<file path="src/rtl/edge_detector_multi.sv">
// ---------------------------------------------------------------------------
// edge_detector_multi
//
// Multi-channel stability/edge qualifier. Each channel waits for a trigger,
// then requires its line to sit at a target level for a programmable number
// of clocks before pulsing detect. The channel is placed between the bus
// input synchronisers and the controller FSMs. By convention ch0 is SCL and
// ch1 is SDA.
//
// Parameters
//   NUM_CH            number of independent channels (1..16)
//   CNTR_W            width of the stability counter and delay_count_i
//   RESTART_ON_GLITCH 0: counter stalls while the line is off target
//                     1: counter clears and glitch_o pulses on off-target
//
// Ports
//   clk_i          clock
//   rst_ni         asynchronous active-low reset
//   trigger_i      per-channel start / restart request
//   line_i         synchronised line values
//   mode_i         per-channel mode, bits [2c+1:2c]
//                  00 off, 01 rising (target 1), 10 falling (target 0),
//                  11 any (target = line value sampled with the trigger)
//   delay_count_i  required stable time in clocks, shared by all channels
//   detect_o       one-cycle qualified-edge pulse
//   busy_o         channel is qualifying (CHECK state)
//   glitch_o       one-cycle pulse per off-target sample while qualifying
//                  (only when RESTART_ON_GLITCH=1, otherwise always 0)
//
// Optional feature (define EDGE_DETECTOR_MULTI_GLITCH_STATS_EN)
//   glitch_clr_i   synchronous clear of all glitch counters
//   glitch_cnt_o   8-bit saturating off-target sample count per channel,
//                  channel c at bits [8c+7:8c]
// ---------------------------------------------------------------------------
module edge_detector_multi #(
  parameter int unsigned NUM_CH            = 2,
  parameter int unsigned CNTR_W            = 20,
  parameter bit          RESTART_ON_GLITCH = 1'b0
) (
  input  logic                  clk_i,
  input  logic                  rst_ni,
  input  logic [NUM_CH-1:0]     trigger_i,
  input  logic [NUM_CH-1:0]     line_i,
  input  logic [2*NUM_CH-1:0]   mode_i,
  input  logic [CNTR_W-1:0]     delay_count_i,
`ifdef EDGE_DETECTOR_MULTI_GLITCH_STATS_EN
  input  logic                  glitch_clr_i,
  output logic [8*NUM_CH-1:0]   glitch_cnt_o,
`endif
  output logic [NUM_CH-1:0]     detect_o,
  output logic [NUM_CH-1:0]     busy_o,
  output logic [NUM_CH-1:0]     glitch_o
);

  typedef enum logic {
    ST_IDLE  = 1'b0,
    ST_CHECK = 1'b1
  } state_e;

  localparam logic [1:0] MODE_OFF  = 2'b00;
  localparam logic [1:0] MODE_RISE = 2'b01;
  localparam logic [1:0] MODE_ANY  = 2'b11;

  // A zero delay never enters CHECK: the trigger is passed straight through.
  logic zero_delay;
  assign zero_delay = (delay_count_i == '0);

  for (genvar c = 0; c < NUM_CH; c++) begin : g_ch
    state_e            state_q, state_d;
    logic [CNTR_W-1:0] count_q, count_d;
    logic [CNTR_W-1:0] delay_q, delay_d;
    logic              target_q, target_d;
    logic              detect_q, detect_d;
    logic              glitch_q, glitch_d;
    logic [1:0]        mode;
    logic              trig_ok;
    logic              off_target;

    assign mode    = mode_i[2*c +: 2];
    assign trig_ok = trigger_i[c] && (mode != MODE_OFF);

    // A retrigger is a restart, not a glitch, so it never counts as an
    // off-target sample even if the line happens to be off target.
    assign off_target = (state_q == ST_CHECK) && !trig_ok &&
                        (line_i[c] != target_q);

    // NOTE: every signal written here gets a default first, so no path can
    // leave a value unassigned and infer a latch.
    always_comb begin
      state_d  = state_q;
      count_d  = count_q;
      delay_d  = delay_q;
      target_d = target_q;
      detect_d = 1'b0;
      glitch_d = RESTART_ON_GLITCH && off_target;

      if (trig_ok) begin
        // Trigger has priority over completion: a trigger on the completing
        // edge restarts the check and suppresses that detect pulse.
        if (zero_delay) begin
          // Bypass pulse covers this request; abandon any running check.
          state_d = ST_IDLE;
        end else begin
          state_d  = ST_CHECK;
          count_d  = '0;
          delay_d  = delay_count_i;
          // The mode only matters for choosing the target, so the target
          // itself is what gets latched.
          target_d = (mode == MODE_ANY) ? line_i[c] : (mode == MODE_RISE);
        end
      end else if (state_q == ST_CHECK) begin
        if (line_i[c] == target_q) begin
          if (count_q >= delay_q) begin
            detect_d = 1'b1;
            state_d  = ST_IDLE;
          end else begin
            // count_q < delay_q here, so the increment can never wrap.
            count_d = count_q + CNTR_W'(1);
          end
        end else if (RESTART_ON_GLITCH) begin
          count_d = '0;
        end
      end
    end

    // NOTE: sequential state uses non-blocking assignments so every register
    // samples the pre-edge values regardless of statement order.
    always_ff @(posedge clk_i or negedge rst_ni) begin
      if (!rst_ni) begin
        state_q  <= ST_IDLE;
        count_q  <= '0;
        delay_q  <= '0;
        target_q <= 1'b0;
        detect_q <= 1'b0;
        glitch_q <= 1'b0;
      end else begin
        state_q  <= state_d;
        count_q  <= count_d;
        delay_q  <= delay_d;
        target_q <= target_d;
        detect_q <= detect_d;
        glitch_q <= glitch_d;
      end
    end

    assign detect_o[c] = detect_q || (trig_ok && zero_delay);
    assign busy_o[c]   = (state_q == ST_CHECK);
    assign glitch_o[c] = glitch_q;

`ifdef EDGE_DETECTOR_MULTI_GLITCH_STATS_EN
    logic [7:0] gcnt_q;

    // Clear wins over a same-cycle increment; the count sticks at 255.
    always_ff @(posedge clk_i or negedge rst_ni) begin
      if (!rst_ni) begin
        gcnt_q <= '0;
      end else if (glitch_clr_i) begin
        gcnt_q <= '0;
      end else if (off_target && (gcnt_q != 8'hFF)) begin
        gcnt_q <= gcnt_q + 8'd1;
      end
    end

    assign glitch_cnt_o[8*c +: 8] = gcnt_q;
`endif
  end

endmodule

</file>
<file path="config.mk">
export PLATFORM = sky130hd
export DESIGN_NAME = edge_detector_multi
export DESIGN_NICKNAME = d
export VERILOG_FILES = /design/src/rtl/edge_detector_multi.sv
export SDC_FILE = /design/constraint.sdc
export NUM_CORES = 1
export LEC_CHECK = 0
export BUFFER_PORTS_ARGS = -buffer_cell sky130_fd_sc_hd__buf_4
export CAP_MARGIN = 30
export CORE_MARGIN = 2
export CORE_UTILIZATION = 35
export CTS_CLUSTER_SIZE = 16
export DETAILED_ROUTE_END_ITERATION = 10
export GPL_ROUTABILITY_DRIVEN = 0
export PLACE_DENSITY_LB_ADDON = 0.12
export RECOVER_POWER = 50
export SLEW_MARGIN = 5
export SYNTH_ARGS = -nofsm -noshare
export SYNTH_HDL_FRONTEND = slang
export SYNTH_SLANG_ARGS = --single-unit
</file>
<file path="constraint.sdc">
create_clock -name clk_i -period 2.5 [get_ports clk_i]
set_clock_uncertainty 0.2 [all_clocks]
set_input_delay 0.375 -clock clk_i [delete_from_list [all_inputs] [get_ports clk_i]]
set_output_delay 0.375 -clock clk_i [all_outputs]
set_load 0.02 [all_outputs]
</file>
After elaboration in Yosys (flattened, before gate mapping)
Index checks and enable logic that the tools add are counted.
{ "word_totals": {"latch_bits": 0, "out_inout_bits": 6, "in_bits": 30, "mem_bits_ro": 0, "memories": 0, "regBits": 86, "wordCells": 70, "mem_bits_rw": 0} }
{ "classes": {"n_eq_ne": 10, "shifts": 0, "div_mod_pow": 0, "addsub": 2, "order_cmp": 2, "mux": 28, "bitwise_logic": 1, "mul": 0, "n_reduce_logical": 17} }
{ "ops": {"columns": ["cell", "n"], "rows": [
  ["$mux 20", 9],
  ["$add 20x1->20 const B", 2],
  ["$ge 20x20->1", 2],
  ["$logic_not 20->1", 1],
  ["$mux 1", 19],
  ["$reduce_bool 2->1", 6],
  ["$ne 2x2->1 const B", 4],
  ["$reduce_and 4->1", 2],
  ["$eq 2x1->1 const B", 2],
  ["$eq 2x2->1 const B", 2],
  ["$logic_and 1x1->1", 4],
  ["$reduce_and 2->1", 2],
  ["$eq 1x1->1", 2],
  ["$logic_or 1x1->1", 2],
  ["$not 1->1", 1]
]} }

Logic depth before layout (Yosys ltp)
Gate-level depths: netlist (run 1).
{ "logic_depth": {"ltp_word": 5, "mapped_depth": 10, "ltp_nobuf": 8} }

Worst setup path after synthesis (run 1)
No wires, ideal clock.
{ "synth_timing": {"kind": "register -> register", "startpoint": "register g_ch[0].count_q[2]", "endpoint": "register g_ch[0].count_q[7]", "path_buffers": 1, "slack_ps": -149, "t_arrival_ps": 2325, "setup_time_ps": 124, "period_less_slack_ps": 2649, "t_required_ps": 2176, "stages_incl_launch_ff": 9, "cell_sequence": "dfrtp_1 > ha_1 > a211o_1 > a31oi_1 > o221ai_2 > a211o_1 > buf_6 > o311a_1 > a211o_1"} }
{ "synth_between": {"elab_chain_len": 5, "word_cells_on_any_way": 8, "cone_classes": "add/sub: 1; order compare: 1; eq/ne: 1; mux: 4; reduce/logical: 1"} }
{ "synth_lines": {"columns": ["element", "line_no", "source"], "rows": [
  ["from (decl)", "70", "logic [CNTR_W-1:0] count_q, count_d;"],
  ["from (signal assigned)", "138", "count_q <= count_d;"],
  ["$add 20x1->20", "118", "count_d = count_q + CNTR_W'(1);"],
  ["$mux 20", "113", "if (count_q >= delay_q) begin"],
  ["$mux 20", "112", "if (line_i[c] == target_q) begin"],
  ["$mux 20", "111", "end else if (state_q == ST_CHECK) begin"],
  ["$mux 20", "97", "if (trig_ok) begin"]
]} }
Several ways; a longest one is shown, not always the timed one. The select of a mux whose other input is x is not followed.
A chain may end at the register's enable or synchronous reset.

Worst setup path after layout (run 1)
{ "layout_timing": {"startpoint": "register g_ch[0].delay_q[2]", "endpoint": "register g_ch[0].count_q[7]"} }
{ "layout_between": {"elab_chain_len": 3} }
{ "layout_lines": {"columns": ["element", "line_no", "source"], "rows": [
  ["from (decl)", "71", "logic [CNTR_W-1:0] delay_q, delay_d;"],
  ["from (signal assigned)", "139", "delay_q <= delay_d;"],
  ["$ge 20x20->1", "113", null],
  ["$ne 2x2->1 (no source line)", null, null],
  ["$reduce_and 4->1 (no source line)", null, null]
]} }
Every way passes these cells.

==> flow_summary.ini, run 1 <==
[clock_network]
clk_path_buf_depth = 2
h-tree-depth = 3
clock-root-buffer = clkbuf_16
cts_tree = built
cts_buffers = 9
clock_sinks = 86
insertion_delay_ns = 0.35
clk_pin_slew_ns = 0.06

[sta]
fin_tns_setup_ns = -1.18
fmax_mhz = 381
rsz0062_at_grt = yes
hold_slack_ns = 0.0823
setup_viol_count_final = 17
worst_slack_ns = -0.123
worst_slew_pin_slew_ns = 1.18
hold_viol_final = 0
slew_headroom = 0.211
layout_min_cycle_time_ns = 2.62
timing.final.crit_share = 1.05
timing.final.max_slew_violations = 0

[floorplanning]
dieArea_um2 = 16500
die_w_um = 128
dieHeight_um = 128
initial_utilization = 0.358
ios = 36
coreArea_um2 = 15100
rows = 45

[power_and_ir_drop]
p_leak_nw = 3.64
powerDensity_nw_per_um2 = 570
irDropWorstVdd_mv = 0.355
finalPower_mw = 4.26

[route]
dr.first_iter.drc_count = 317
first_pass_iters = 5
drc = 0
drtAntennaViolNets = 0
detail_route.vias_per_cell = 5.52
wl_per_cell_um = 17.3
routed_wl_mm = 15.5
vias = 4938

[synthesis]
synth-seq-cells = 86
avgSynthCellArea_um2 = 9.49
ys.warnings.count = 0
synth_edf_count = 0
synthDistinctLibCells = 55
syn_area_um2 = 5420
syn_inst = 571
async_reset_ff_frac = 1.00
synthFlopType = dfrtp_1
ys_seq_area_frac = 0.397

[cells_and_area]
syn_to_final_growth_pct = 38.0
final_cell_area_um2 = 7480
final_common_cell = buf_4
layoutNonFillerInstCount = 895
diodes = 0
layout-drive-gt1-share = 0.364
final_cell_mix = buf_4 (126), dfrtp_1 (86), inv_1 (52), nand2_1 (51), mux2_2 (40)
nNetsFinal = 774

[worst_setup_path]
crit_type = reg -> reg
cp.arrival_ns = 2.66
endpoint_kind = flop
cp-start-kind = flop
required_ns = 2.53
cp_max_fo = 6

[grt]
grt_pass1_vias = 4852
grt_antenna_before_repair = 0
grt_use_total = 0.193
grt_overflow_total = 0
grt_start_max_net_pins = 47
grt_pass1_wl_mm = 24.9

[min_path]
min_path_type = in -> reg

[place]
io_buffers = 33
placed_cell_area_um2 = 6540
placed_cells = 859
place.detailed.hpwl_mm = 11.3

[run_status]
status = finished with violations
violations = negative setup slack

[job]
drv_cap = 0
[cells in the mapped netlist (all sizes together) (3+ instances only)]
master / number / area, um^2
a21oi: 14 / 73.8
a221o: 3 / 30.0
or3: 3 / 18.8
o31ai: 3 / 22.5
nand3: 23 / 115
inv: 54 / 203
o311a: 3 / 30.0
o21ai: 21 / 105
buf: 13 / 81.3
nor4: 13 / 81.3
ha: 42 / 526
o21a: 6 / 45.0
clkbuf: 18 / 68.8
nor3: 13 / 70.1
and2: 4 / 25.0
nor4b: 6 / 52.6
dfrtp: 86 / 2150
a41oi: 4 / 35.0
o211a: 3 / 30.0
and4: 6 / 52.6
a31oi: 24 / 150
o311ai: 3 / 26.3
a21o: 8 / 60.1
nor2: 28 / 105
nand4: 11 / 68.8
o211ai: 9 / 67.6
nand2: 52 / 195
and3: 9 / 56.3
a211o: 21 / 184
a21boi: 5 / 41.3
mux2: 40 / 450
[report_power, final]
group | internal [mW] | switching (mW) | total (mW)
combinational | 0.472 | 0.492 | 0.964
clock | 1.13 | 0.576 | 1.71
sequential | 1.51 | 0.0707 | 1.58
total | 3.12 | 1.14 | 4.26
[registers in the layout, summed over array words and instances (netlist names)]
| register | cells |
|---|---|
| g_ch.count_q | 40 |
| g_ch.delay_q | 40 |
| g_ch.detect_q | 2 |
| g_ch.state_q | 2 |
| g_ch.target_q | 2 |
[area by class of cell]
class	instances	area, um^2
clock inverters	5	129
fillers	1445	7670
inverters	54	203
well taps	188	235
multi-input cells	401	3300
clock buffers	11	253
repair buffers	150	1210
flip-flops and latches	86	2150
[per-stage QoR]
step	utilization	setup WS, ns
after CTS	0.474	-0.167
after detailed placement	0.432	-0.234
final	0.494	-0.123
after floorplan	-	-0.0174
after global placement	0.432	-0.145
after global routing	0.494	-0.206
[worst max-delay path, cell delays in order (launching register included)]
cell and delay (ns):
dfrtp_1 0.39, inv_2 0.07, ha_4 0.20, a211o_1 0.26, a31oi_2 0.16, o221ai_2 0.16
a211o_4 0.41, buf_12 0.15, o311a_1 0.28, a211o_1 0.22
[path summary, 6_finish.rpt]
kind / startpoint / end / slack, ns / depth (start not counted)
max: g_ch[0].delay_q[2]$_DFFE_PN0P_ / g_ch[0].count_q[7]$_DFFE_PN0P_ / -0.12 / 9
max in group asynchronous: rst_ni / g_ch[0].detect_q$_DFF_PN0_ / 0.54 / 3
max reg2reg: g_ch[0].delay_q[2]$_DFFE_PN0P_ / g_ch[0].count_q[7]$_DFFE_PN0P_ / -0.12 / 9
min: delay_count_i[13] / g_ch[0].delay_q[13]$_DFFE_PN0P_ / 0.08 / 2
min reg2reg: g_ch[0].delay_q[7]$_DFFE_PN0P_ / g_ch[0].delay_q[7]$_DFFE_PN0P_ / 0.30 / 1
min in group asynchronous: rst_ni / g_ch[1].state_q$_DFF_PN0_ / 0.60 / 2
[what timing repair did]
action                     CTS  global route
hold buffers                 1             0
buffers inserted             8            11
setup endpoints to repair   36            42
hold endpoints to repair    42             0
gates cloned                 0             1
pin swaps                   22            35
gates resized for setup     34            42
[layer usage]
metal  vias up  global-route usage  wire length (um)
met5         -                   0                 0
li1       2364                   -                 -
met1      2413               0.273              7320
met2       143               0.309              7200
met4         0              0.0633               247
met3        18              0.0237               764
[cells by family (layout without fill, tap and decap cells)]
kind of cell	after synthesis	in the layout	synth area share
XOR/XNOR	2	2	0.00323
AND/OR/NAND/NOR	175	175	0.164
multiplexers	41	41	0.0850
adder cells (fa/ha/maj)	42	42	0.0970
AO/OA/AOI/OAI	139	139	0.188
buffers and inverters	85	220	0.0651
other	1	2	0.000692
flip-flops	86	86	0.397
Note: power is estimated with default switching activity, not from simulation.
==> inputs of run 2 (changes only) <==
--- a/config.mk
+++ b/config.mk
@@ -5,9 +5,9 @@
 export SDC_FILE = /design/constraint.sdc
 export NUM_CORES = 1
 export LEC_CHECK = 0
+export ABC_CLOCK_PERIOD_IN_PS = 2500
 export BUFFER_PORTS_ARGS = -buffer_cell sky130_fd_sc_hd__buf_4
 export CAP_MARGIN = 30
-export CORE_MARGIN = 2
 export CORE_UTILIZATION = 35
 export CTS_CLUSTER_SIZE = 16
 export DETAILED_ROUTE_END_ITERATION = 10
==> flow_summary.ini, run 2 (synthesized netlist as in run 1, its figures left out) <==
[run_status]
status = finished with violations
violations = negative setup slack

[cells_and_area]
final_common_cell = buf_4
top_regs = g_ch.count_q x40, g_ch.delay_q x40
final_cell_mix = buf_4 (128), dfrtp_1 (86), inv_1 (51), nand2_1 (51), mux2_2 (40)
layout-drive-gt1-share = 0.377
diodes = 0
fillCellCount = 1347
final_cell_area_um2 = 7700
nNetsFinal = 786
syn_to_final_growth_pct = 42.1

[sta]
layout_min_cycle_time_ns = 2.66
timing.final.max_slew_violations = 0
hold_viol_final = 0
worst_slew_pin_slew_ns = 1.28
worst_slack_ns = -0.160
timing.final.crit_share = 1.06
hold_slack_ns = 0.0786
setup_viol_count_final = 26
fmax_mhz = 376
rsz0062_at_grt = yes
slew_headroom = 0.150
fin_tns_setup_ns = -1.86

[power_and_ir_drop]
irDropWorstVdd_mv = 0.403
powerDensity_nw_per_um2 = 554
p_leak_nw = 3.70
finalPower_mw = 4.26

[grt]
grt_start_max_net_pins = 48
grt_pass1_vias = 4939
grt_use_total = 0.200
grt_overflow_total = 0
grt_pass1_wl_mm = 25.1
grt_antenna_before_repair = 0

[min_path]
min_path_type = in -> reg

[worst_setup_path]
crit_type = reg -> reg
cp_max_fo = 3
reg2reg_setup_slack_ns = -0.16
required_ns = 2.53
endpoint_kind = flop
cp-start-kind = flop
cp.arrival_ns = 2.69

[clock_network]
insertion_delay_ns = 0.35
clk_path_buf_depth = 2
cts_tree = built
clock-root-buffer = clkbuf_16
cts_buffers = 9
h-tree-depth = 3
clk_pin_slew_ns = 0.07
clock_sinks = 86

[job]
drv_cap = 0

[route]
detail_route.vias_per_cell = 5.49
drtAntennaViolNets = 0
vias = 4976
drc = 0
wl_per_cell_um = 17.2
routed_wl_mm = 15.6
dr.first_iter.drc_count = 355
first_pass_iters = 5

[floorplanning]
dieArea_um2 = 16000
die_w_um = 126
ios = 36
dieHeight_um = 126
coreArea_um2 = 15100
rows = 45
initial_utilization = 0.358

[place]
place.detailed.hpwl_mm = 10.8
io_buffers = 33
placed_cell_area_um2 = 6560
[run 2: changes by cell type in the layout (fill, tap and decap cells not counted), moves of 2 or more]
cell      before  now
buf_6         14   25
clkbuf_2       4    1
ha_1          36   33
ha_4           6    9
a21boi_4       0    2
a31oi_1       19   17
a31oi_4        2    4
buf_4        126  128
clkbuf_8       2    0
o311ai_4       0    2
[run 2: what timing repair did]
| item | in CTS | in global routing |
|---|---|---|
| endpoints found under the hold margin | 45 | 0 |
| endpoints found under the setup margin | 40 | 44 |
| pin swaps | 27 | 55 |
| gates resized for setup | 34 | 69 |
| buffers inserted | 12 | 13 |
| hold buffers | 1 | 0 |
| cloned | 2 | 2 |
[run 2: final cells by class]
type	instances	area, um^2	area share
Multi-Input combinational cell	402	3410	0.443
Timing Repair Buffer	161	1330	0.173
Tap cell	188	235	0.0305
Sequential cell	86	2150	0.279
Clock buffer	10	229	0.0297
Inverter	54	203	0.0263
Clock inverter	6	134	0.0174
[run 2: final timing paths]
check / from / endpoint / cells past startpoint
setup reg to reg: g_ch[0].count_q[2]$_DFFE_PN0P_ / g_ch[0].count_q[12]$_DFFE_PN0P_ / 10
setup / recovery: g_ch[0].count_q[2]$_DFFE_PN0P_ / g_ch[0].count_q[12]$_DFFE_PN0P_ / 10
max in group asynchronous: rst_ni / g_ch[1].count_q[4]$_DFFE_PN0P_ / 3
min in group asynchronous: rst_ni / g_ch[0].count_q[16]$_DFFE_PN0P_ / 2
hold / removal: delay_count_i[3] / g_ch[1].delay_q[3]$_DFFE_PN0P_ / 2
hold reg to reg: g_ch[1].target_q$_DFFE_PN0P_ / g_ch[1].target_q$_DFFE_PN0P_ / 2
[run 2: where the power goes]
part | internal (mW) | switching (mW)
combinational | 0.502 | 0.505
sequential | 1.51 | 0.0730
clock | 1.08 | 0.591
[run 2: routing by layer]
metal | GRT usage | up-vias | wire length, um
met5 | 0 | - | 0
met1 | 0.283 | 2423 | 7600
met2 | 0.311 | 123 | 7120
li1 | - | 2405 | -
met4 | 0.0737 | 0 | 306
met3 | 0.0266 | 25 | 577
[run 2: stage by stage]
stage / util / setup slack, ns / cells
2_1_floorplan: - / -0.0174 / 572
3_3_place_gp: 0.433 / -0.203 / 861
3_5_place_dp: 0.433 / -0.241 / 861
4_1_cts: 0.476 / -0.237 / 892
5_1_grt: 0.508 / -0.222 / 907
6_report: 0.508 / -0.160 / 907
[run 2: worst max-delay path, stage by stage, from the launching register on]
cell and delay (ns):
dfrtp_1 0.41, ha_4 0.25, a211o_1 0.26, a31oi_2 0.20, o221ai_4 0.16, buf_6 0.16, a211oi_4 0.24, buf_6 0.16
a21boi_4 0.06, buf_6 0.13, a221o_1 0.32
